===== src/rtl/rr_arb_ctrl.sv =====
// rr_arb_ctrl: sequential control stage of a round-robin output arbiter.
// Drives the rotating priority pointer into an external combinational
// priority selector. Captures the selector's one-hot winner and holds it
// locked for the whole packet. On release, moves the pointer past the winner.
module rr_arb_ctrl #(
  parameter int unsigned SIZE = 10,
  parameter int unsigned PW   = $clog2(SIZE)
) (
  input  logic            clock,
  input  logic            reset,
  input  logic            enable,
  input  logic [SIZE-1:0] in_req,
  input  logic            in_release,
  input  logic [SIZE-1:0] sel_in,
  output logic [PW-1:0]   prio,
  output logic [SIZE-1:0] grant,
  output logic            grant_valid,
  output logic [PW-1:0]   grant_id,
  output logic            err
);

  typedef enum logic [0:0] {
    IDLE = 1'b0,
    BUSY = 1'b1
  } state_t;

  state_t          state, state_n;
  logic [SIZE-1:0] grant_n;
  logic [PW-1:0]   grant_id_n;
  logic [PW-1:0]   prio_n;
  logic            err_n;

  logic [SIZE-1:0] low_onehot;
  logic [PW-1:0]   low_idx;
  logic            low_found;
  logic            multi_hot;
  logic            release_now;
  logic [PW-1:0]   prio_after;

  // Isolate the lowest set bit of sel_in, its binary index, and flag multi-hot selections
  always_comb begin
    low_onehot = sel_in & (~sel_in + SIZE'(1));
    multi_hot  = (sel_in & (sel_in - SIZE'(1))) != '0;
    low_idx    = '0;
    low_found  = 1'b0;
    for (int unsigned i = 0; i < SIZE; i++) begin
      if (!low_found && sel_in[i]) begin
        low_idx   = PW'(i);
        low_found = 1'b1;
      end
    end
  end

  // Release on packet tail or when the granted requester abandons its request.
  // The pointer advances modulo SIZE using a compare-and-wrap.
  always_comb begin
    release_now = in_release || ((in_req & grant) == '0);
    prio_after  = (grant_id == PW'(SIZE - 1)) ? '0 : grant_id + PW'(1);
  end

  // Next-state logic and output updates for the IDLE/BUSY lock FSM
  always_comb begin
    state_n    = state;
    grant_n    = grant;
    grant_id_n = grant_id;
    prio_n     = prio;
    err_n      = err;
    case (state)
      IDLE: begin
        if (enable && (sel_in != '0)) begin
          grant_n    = low_onehot;
          grant_id_n = low_idx;
          state_n    = BUSY;
          if (multi_hot) begin
            err_n = 1'b1;
          end
        end
      end
      BUSY: begin
        if (release_now) begin
          grant_n    = '0;
          grant_id_n = '0;
          prio_n     = prio_after;
          state_n    = IDLE;
        end
      end
      default: begin
        state_n    = IDLE;
        grant_n    = '0;
        grant_id_n = '0;
      end
    endcase
  end

  // State and output registers; reset drops any held grant immediately
  always_ff @(posedge clock or posedge reset) begin
    if (reset) begin
      state    <= IDLE;
      grant    <= '0;
      grant_id <= '0;
      prio     <= '0;
      err      <= 1'b0;
    end else begin
      state    <= state_n;
      grant    <= grant_n;
      grant_id <= grant_id_n;
      prio     <= prio_n;
      err      <= err_n;
    end
  end

  assign grant_valid = (state == BUSY);

endmodule


===== config.mk =====
export PLATFORM = sky130hd
export DESIGN_NAME = rr_arb_ctrl
export DESIGN_NICKNAME = d
export VERILOG_FILES = /design/src/rtl/rr_arb_ctrl.sv
export SDC_FILE = /design/constraint.sdc
export NUM_CORES = 1
export LEC_CHECK = 0
export BUFFER_PORTS_ARGS = -buffer_cell sky130_fd_sc_hd__buf_2
export CAP_MARGIN = 15
export CORE_ASPECT_RATIO = 0.8
export CORE_MARGIN = 8
export CORE_UTILIZATION = 24
export CTS_CLUSTER_SIZE = 10
export DETAILED_ROUTE_END_ITERATION = 6
export PLACE_DENSITY_LB_ADDON = 0.05
export SYNTH_ARGS = -nofsm -noshare
export SYNTH_HDL_FRONTEND = slang
export SYNTH_SLANG_ARGS = --single-unit

===== constraint.sdc =====
create_clock -name clock -period 5.1 [get_ports clock]
set_input_delay 0.765 -clock clock [delete_from_list [all_inputs] [get_ports clock]]
set_output_delay 0.765 -clock clock [all_outputs]
set_load 0.02 [all_outputs]

==> reports/metrics.yaml, run 1 <==
diodes: 0
numCtsBuffers: 3
initial_core_util: 0.249
numPortBuffers: 43
postSynthCellCount: 129
via_count: 1122
final_nets: 197
slew_violations: 0
place_area_mm2: 0.00141
drt_first_pass_iters: 4
finalSetupTns_ps: 0
post-cts-setup-buffers: 0
cts_buffer_depth: 2
async_flop_share: 1.00
nFillCells: 497
cp_cell_sequence: "buf_2 -> or4_1 -> o41ai_4 -> o32ai_1"
synth_nets: 153
die_w_um: 93.2
crit_required_ps: 5200
dieArea_mm2: 0.00725
grt_max_degree: 21
drtAntennaViolNets: 0
layout_commonest_cell: "buf_2"
power.density_mw_per_mm2: 308
max_freq_mhz: 375
grt-ovfl-total: 0
initialDrtViolationCount: 34
utilization: 0.323
synthFlopType: "dfrtp_1"
rows: 22
synth_compound_area_frac: 0.256
hold_viol_final: 0
cpPeakStageDelay_ps: 930
r2r_slack_ps: 3410
clockRootBuffer: "clkbuf_8"
max_slew_margin: 0.336
synth_top_family_by_area: "compound AO/OA/AOI/OAI gates"
drc: 0
rr_worst_depth: 5
post_synth_and_or_nand_nor_area_fraction: 0.189
worst_skew_pair.late_latency_ps: 260
endpoint_kind: "register"
finalSetupViolCount: 0
hp-start: "prio[3]"
startpoint_type: "primary input"
status: "finished, final reports clean"
clock-skew-final_ps: 6.01
most-common-layout-cells: "buf_2, nand2_1, dfrtp_1"
grt_pass1_vias: 1140
final-seq-area_um2: 500
ioPinCount: 44
hold_depth: 1
drive_gt1_frac: 0.314
wl_per_cell_um: 15.1
path_class: "in -> reg"
clk_pin_slew_ps: 80
critPathSlowestCell: "o41ai_4"
wirelength_mm: 3.50
grt_usage: 0.0977
synth_fa_ha_area_frac: 0
fin_crit_sh: 0.522
area_delta_synth_final_pct: 29.6
peakVddDrop_mv: 0.127
avgSynthCellArea_um2: 8.87
fin_area_mm2: 0.00148
reg2reg_from: "grant[1]"
yosysWarnings: 0
worstPathMaxFanout: 19
fin_crit_ps: 2660
cts.sinks: 20
htreeDepth: 1
place.gp.congestion: 0.780
power.leakage_uw: 0.000705
synth_xor_area_frac: 0.00765
hold_path.class: "reg -> reg"
post_cts_resized: 0
synth.area.top_cells: "dfrtp_1, nand2_1, o21ai_0, a22oi_1, mux2_2"
max_cap_violations: 0
grt_pass1_wl_mm: 5.74
antenna_found_initial: 0
max_slew.worst_pin.slew_ps: 993
synth-edff-count: 0
ys_seq_elements: 20
critPathArrivalTime_ps: 2760
dpl.hpwl_mm: 2.72
worstReg2RegEnd: "prio[1]"
cts_hold_buffers: 0
ys_types: 34
rsz0062_at_grt: "no"
viasPerCell: 4.84
cts_tree: "done"
hold_end: "prio[3]"
die_h_um: 77.8
synth_top_area_share: 0.437
coreArea_mm2: 0.00460
netlist_area_mm2: 0.00114
synth_mux_area_frac: 0.0481
holdWs_ps: 510
yosysTopAreaCell: "dfrtp_1"
multi_input_area_um2: 573
yosysSeqAreaShare: 0.437
flip-flops by register name (all words and copies together), names as in the netlist:
name / count
grant_valid: 1
grant_id: 4
prio: 4
err: 1
grant: 10
cells by family after synthesis:
| kind of cell | Yosys count |
|---|---|
| and+or+nand+nor | 47 |
| muxes | 5 |
| xor gates and xnor gates | 1 |
| buffers and inverters | 15 |
| AOI/OAI and AO/OA | 41 |
| DFF | 20 |
worst max-delay path, delay by kind of cell:
family	cells	cell delay (ps)
compound gates	2	1160
simple gates	1	710
buf+inv	1	130
layout make-up:
cell class,instances,area share
clock buffer,3,0.0278
clock inverter,1,0.0202
inverter,9,0.0228
multi-input combinational,94,0.386
sequential,20,0.337
tap,60,0.0506
timing repair buffer,45,0.155
cell usage after synthesis (2+ instances only):
library cell	count
nand3_1	4
a22oi_1	6
o22ai_1	6
mux2_2	4
dfrtp_1	20
o21ai_0	11
clkbuf_1	4
a21oi_1	4
nor2_1	9
buf_6	2
or4_1	3
nor3_1	2
nor2b_1	2
nand2_1	22
inv_1	9
o32ai_1	3
routing by layer:
metal	up-vias	routed length, um	track usage
met5	-	0	0
met1	522	1680	0.125
met4	0	34	0.0241
met2	34	1530	0.150
li1	564	-	-
met3	2	257	0.0365
worst max path at each step:
stage,slack [ps],start,depth (start not counted),endpoint
after global routing,2310,sel_in[3],5,grant[3]
final,2440,sel_in[3],4,grant_id[0]
after floorplan,2720,sel_in[3],6,grant_id[0]
after CTS,2430,sel_in[3],4,grant_id[0]
after global placement,2170,sel_in[3],5,grant_id[0]
after detailed placement,2170,sel_in[3],5,grant[3]
where the power goes:
group          internal [uW]  switching, uW  leakage, uW  total, uW
registers                172           11.3     0.000263        183
logic                   41.5           69.7     0.000406        111
clock network            105           57.1    0.0000357        162
total                    318            138     0.000705        456
metrics by stage:
| stage | cells | setup slack (ps) | power, uW |
|---|---|---|---|
| after floorplan | 129 | 2720 | 255 |
| after global placement | 228 | 2170 | 299 |
| after detailed placement | 228 | 2170 | 300 |
| after CTS | 232 | 2430 | 463 |
| after global routing | 232 | 2310 | 480 |
| final | 232 | 2440 | 456 |
No activity file was read; power rests on OpenSTA's default activity.
==> run 2, diff against run 1 <==
==> constraint.sdc (replaced) <==
create_clock -name clock -period 2.7 [get_ports clock]
set_input_delay 0.405 -clock clock [delete_from_list [all_inputs] [get_ports clock]]
set_output_delay 0.405 -clock clock [all_outputs]
set_load 0.02 [all_outputs]
==> reports/metrics.yaml, run 2 (same netlist as run 1, synthesis figures left out) <==
numCtsBuffers: 3
most-common-layout-cells: "buf_2, nand2_1, dfrtp_1"
reg_top3: "grant: 10 flops, grant_id: 4 flops, prio: 4 flops"
post_cts_resized: 0
top_register: "grant"
rows: 22
viasPerCell: 4.86
htreeDepth: 1
place_area_mm2: 0.00142
hold_path.class: "in -> async"
grt-ovfl-total: 0
place.gp.congestion: 0.826
critPathArrivalTime_ps: 2100
layout_commonest_cell: "buf_2"
final-seq-area_um2: 500
max_cap_violations: 0
peakVddDrop_mv: 0.201
slew_violations: 0
placedCellCount: 229
drive_gt1_frac: 0.318
hold_viol_final: 0
cts_buffer_depth: 2
clockRootBuffer: "clkbuf_8"
coreArea_mm2: 0.00460
grt_pass1_wl_mm: 5.70
drt_first_pass_iters: 4
dpl.hpwl_mm: 2.72
drc: 0
dieArea_mm2: 0.00725
initialDrtViolationCount: 55
cp_cell_sequence: "buf_2 -> or4_1 -> o41ai_4 -> buf_4 -> nand2_1 -> o22ai_1"
cts_hold_buffers: 0
startpoint: "sel_in[3]"
diodes: 0
fin_area_mm2: 0.00149
ioPinCount: 44
cts.sinks: 20
crit_required_ps: 2880
max_freq_mhz: 521
status: "finished, final reports clean"
grt_usage: 0.0962
largest_register_ffs: 10
rsz0062_at_grt: "no"
cts_tree: "done"
max_slew.worst_pin.slew_ps: 826
final_nets: 198
wl_per_cell_um: 15.2
fin_crit_sh: 0.711
via_count: 1132
path_class: "in -> reg"
nFillCells: 512
cpPeakStageDelay_ps: 710
post-cts-setup-buffers: 0
worst_skew_pair.late_latency_ps: 260
wirelength_mm: 3.53
reg2reg_from: "grant[1]"
drtAntennaViolNets: 0
critPathSlowestCell: "or4_1"
utilization: 0.324
max_slew_margin: 0.449
clock-skew-final_ps: 6.01
die_h_um: 77.8
multi_input_area_um2: 573
finalSetupViolCount: 0
fin_crit_ps: 1920
endpoint_kind: "register"
area_delta_synth_final_pct: 30.3
fin_cells: 233
power.density_mw_per_mm2: 581
numPortBuffers: 43
startpoint_type: "primary input"
die_w_um: 93.2
worstPathMaxFanout: 19
grt_max_degree: 21
finalSetupTns_ps: 0
initial_core_util: 0.249
antenna_found_initial: 0
dp_slack_ps: 495
grt_pass1_vias: 1140
layout_setup_ws_ps: 781
power.leakage_uw: 0.000709
clk_pin_slew_ps: 90
## run 2: worst max-delay path, delay by kind of cell
kind                   cells  cell delay (ps)
AO/OA/AOI/OAI              2              500
AND/OR/NAND/NOR            2              790
buffers and inverters      2              410
## run 2: cell type report
type / instances / area share
Multi-Input combinational cell: 94 / 0.384
Tap cell: 60 / 0.0503
Clock buffer: 3 / 0.0277
Clock inverter: 1 / 0.0201
Timing Repair Buffer: 46 / 0.159
Sequential cell: 20 / 0.336
Inverter: 9 / 0.0227
## run 2: path summary, 6_finish.rpt
check,slack (ps),end,cells after the start
setup / recovery,780,grant_id[3],6
hold / removal,290,grant[9],2
setup reg to reg,1040,prio[1],5
hold reg to reg,510,prio[1],1
max in group asynchronous,1890,grant_id[3],2
min in group clock,410,grant_valid,4
## run 2: where the power goes
part           total, uW  internal, uW  leakage [uW]  switching [uW]
clock network        310           198     0.0000357             112
logic                211          80.0      0.000410             131
registers            346           325      0.000263            20.9
total                867           603      0.000709             264
## run 2: metal layers
layer / part of all wire / up-vias / global-route usage / wire length, um
met4: 0.0096 / 0 / 0.0289 / 34
li1: - / 568 / - / -
met1: 0.49 / 523 / 0.131 / 1730
met5: 0 / - / 0 / 0
met2: 0.43 / 39 / 0.141 / 1520
met3: 0.071 / 2 / 0.0298 / 251
## run 2: per-stage QoR
step                hold slack (ps)  power [uW]
detailed placement              497         569
floorplan                       369         481
finish                          286         867
global placement                485         566
CTS                             311         879
global route                    354         912
==> run 3, diff against run 2 <==
==> constraint.sdc (replaced) <==
create_clock -name clock -period 1.68 [get_ports clock]
set_input_delay 0.252 -clock clock [delete_from_list [all_inputs] [get_ports clock]]
set_output_delay 0.252 -clock clock [all_outputs]
set_load 0.02 [all_outputs]
==> reports/metrics.yaml, run 3 (same netlist as run 1, synthesis figures left out) <==
max_slew.worst_pin.slew_ps: 404
grt_max_degree: 21
fin_cells: 252
hold_path.class: "in -> async"
r2r_slack_ps: 110
fin_crit_sh: 0.936
most-common-layout-cells: "buf_2, nand2_1, dfrtp_1, buf_4"
grt_usage: 0.107
fin_crit_ps: 1570
startpoint: "grant[1]"
rsz0062_at_grt: "no"
max_slew_margin: 0.727
critPathCapture: "prio[1]"
drt_first_pass_iters: 4
finalSetupViolCount: 0
clockRootBuffer: "clkbuf_8"
ioPinCount: 44
diodes: 0
path_class: "reg -> reg"
slew_violations: 0
power.density_mw_per_mm2: 808
clk_pin_slew_ps: 80
place.gp.congestion: 0.792
drtAntennaViolNets: 0
top_register: "grant"
finalSetupTns_ps: 0
status: "finished, final reports clean"
wl_per_cell_um: 15.1
grt_pass1_wl_mm: 6.33
area_delta_synth_final_pct: 45.4
grt-ovfl-total: 0
dieArea_mm2: 0.00725
cts_hold_buffers: 0
reg_top3: "grant: 10 flops, grant_id: 4 flops, prio: 4 flops"
finalPower_uw: 1350
hold_viol_final: 0
holdWs_ps: 1.95
die_h_um: 77.8
via_count: 1212
initialDrtViolationCount: 51
die_w_um: 93.2
initial_core_util: 0.249
power.leakage_uw: 0.000813
cts_buffer_depth: 2
place_area_mm2: 0.00158
worst_skew_pair.late_latency_ps: 260
largest_register_ffs: 10
wirelength_mm: 3.81
peakVddDrop_mv: 0.468
coreArea_mm2: 0.00460
antenna_found_initial: 0
rows: 22
drive_gt1_frac: 0.411
layout_commonest_cell: "buf_2"
dpl.hpwl_mm: 3.06
nFillCells: 490
worstPathMaxFanout: 5
worstReg2RegEnd: "prio[1]"
final_nets: 217
endpoint_kind: "register"
numCtsBuffers: 3
fin_area_mm2: 0.00166
numPortBuffers: 43
grt_pass1_vias: 1252
htreeDepth: 1
critPathArrivalTime_ps: 1730
cts.sinks: 20
drc: 0
clock-skew-final_ps: 4.38
viasPerCell: 4.81
reg2reg_from: "grant[1]"
rr_worst_depth: 5
placedCellCount: 248
startpoint_type: "register"
crit_required_ps: 1830
max_cap_violations: 0
max_freq_mhz: 636
cts_tree: "done"
## run 3: cell types whose count changed in the layout (fill, tap and decap cells not counted), sizes merged
cell	before	now
buf	46	65
bufinv	1	0
clkbuf	3	4
## run 3: where the power goes
part / internal (uW) / switching, uW / total [uW]
Sequential: 523 / 36.2 / 559
Combinational: 176 / 232 / 409
Clock: 209 / 169 / 378
## run 3: worst max-delay path, stage by stage, from the launching register on
cell and delay, ps:
dfrtp_1 400, a22oi_2 170, buf_4 160, nand3_2 100, o21ai_4 270, mux2_2 360
## run 3: per-layer routing
metal / track usage / part of all wire / wire [um] / vias up
met5: 0 / 0 / 0 / -
met4: 0.0144 / 0.0037 / 14 / 0
met3: 0.0385 / 0.061 / 233 / 2
met2: 0.162 / 0.44 / 1670 / 41
met1: 0.144 / 0.50 / 1890 / 566
li1: - / - / - / 603
## run 3: area by class of cell
type	instances	area [um2]	share of cell area
timing repair buffer	65	397	0.238
inverter	9	33.8	0.0203
tap	60	75.1	0.0451
clock buffer	4	55.1	0.0331
multi-input combinational	94	603	0.362
sequential	20	500	0.301
## run 3: metrics by stage
stage	setup slack, ps	utilization
after global routing	34.9	0.362
final	107	0.362
after floorplan	-166	-
after global placement	-96.3	0.344
after CTS	7.24	0.358
after detailed placement	-118	0.344
## run 3: worst min-delay path by stage
| stage | startpoint | end | slack (ps) | depth (start not counted) |
|---|---|---|---|---|
| 2_1_floorplan | reset | err | 220 | 1 |
| 3_3_place_gp | reset | grant[0] | 300 | 3 |
| 3_5_place_dp | reset | grant[0] | 300 | 3 |
| 4_1_cts | reset | grant[0] | 10 | 3 |
| 5_1_grt | reset | grant[0] | 20 | 3 |
| 6_report | reset | grant[0] | 2 | 3 |
## run 3: what timing repair did
| item | in CTS | in global routing |
|---|---|---|
| pin swaps | 0 | 1 |
| resized for setup | 1 | 4 |
| cloned | 0 | 0 |
| setup endpoints to repair | 14 | 16 |
| setup buffers | 0 | 0 |
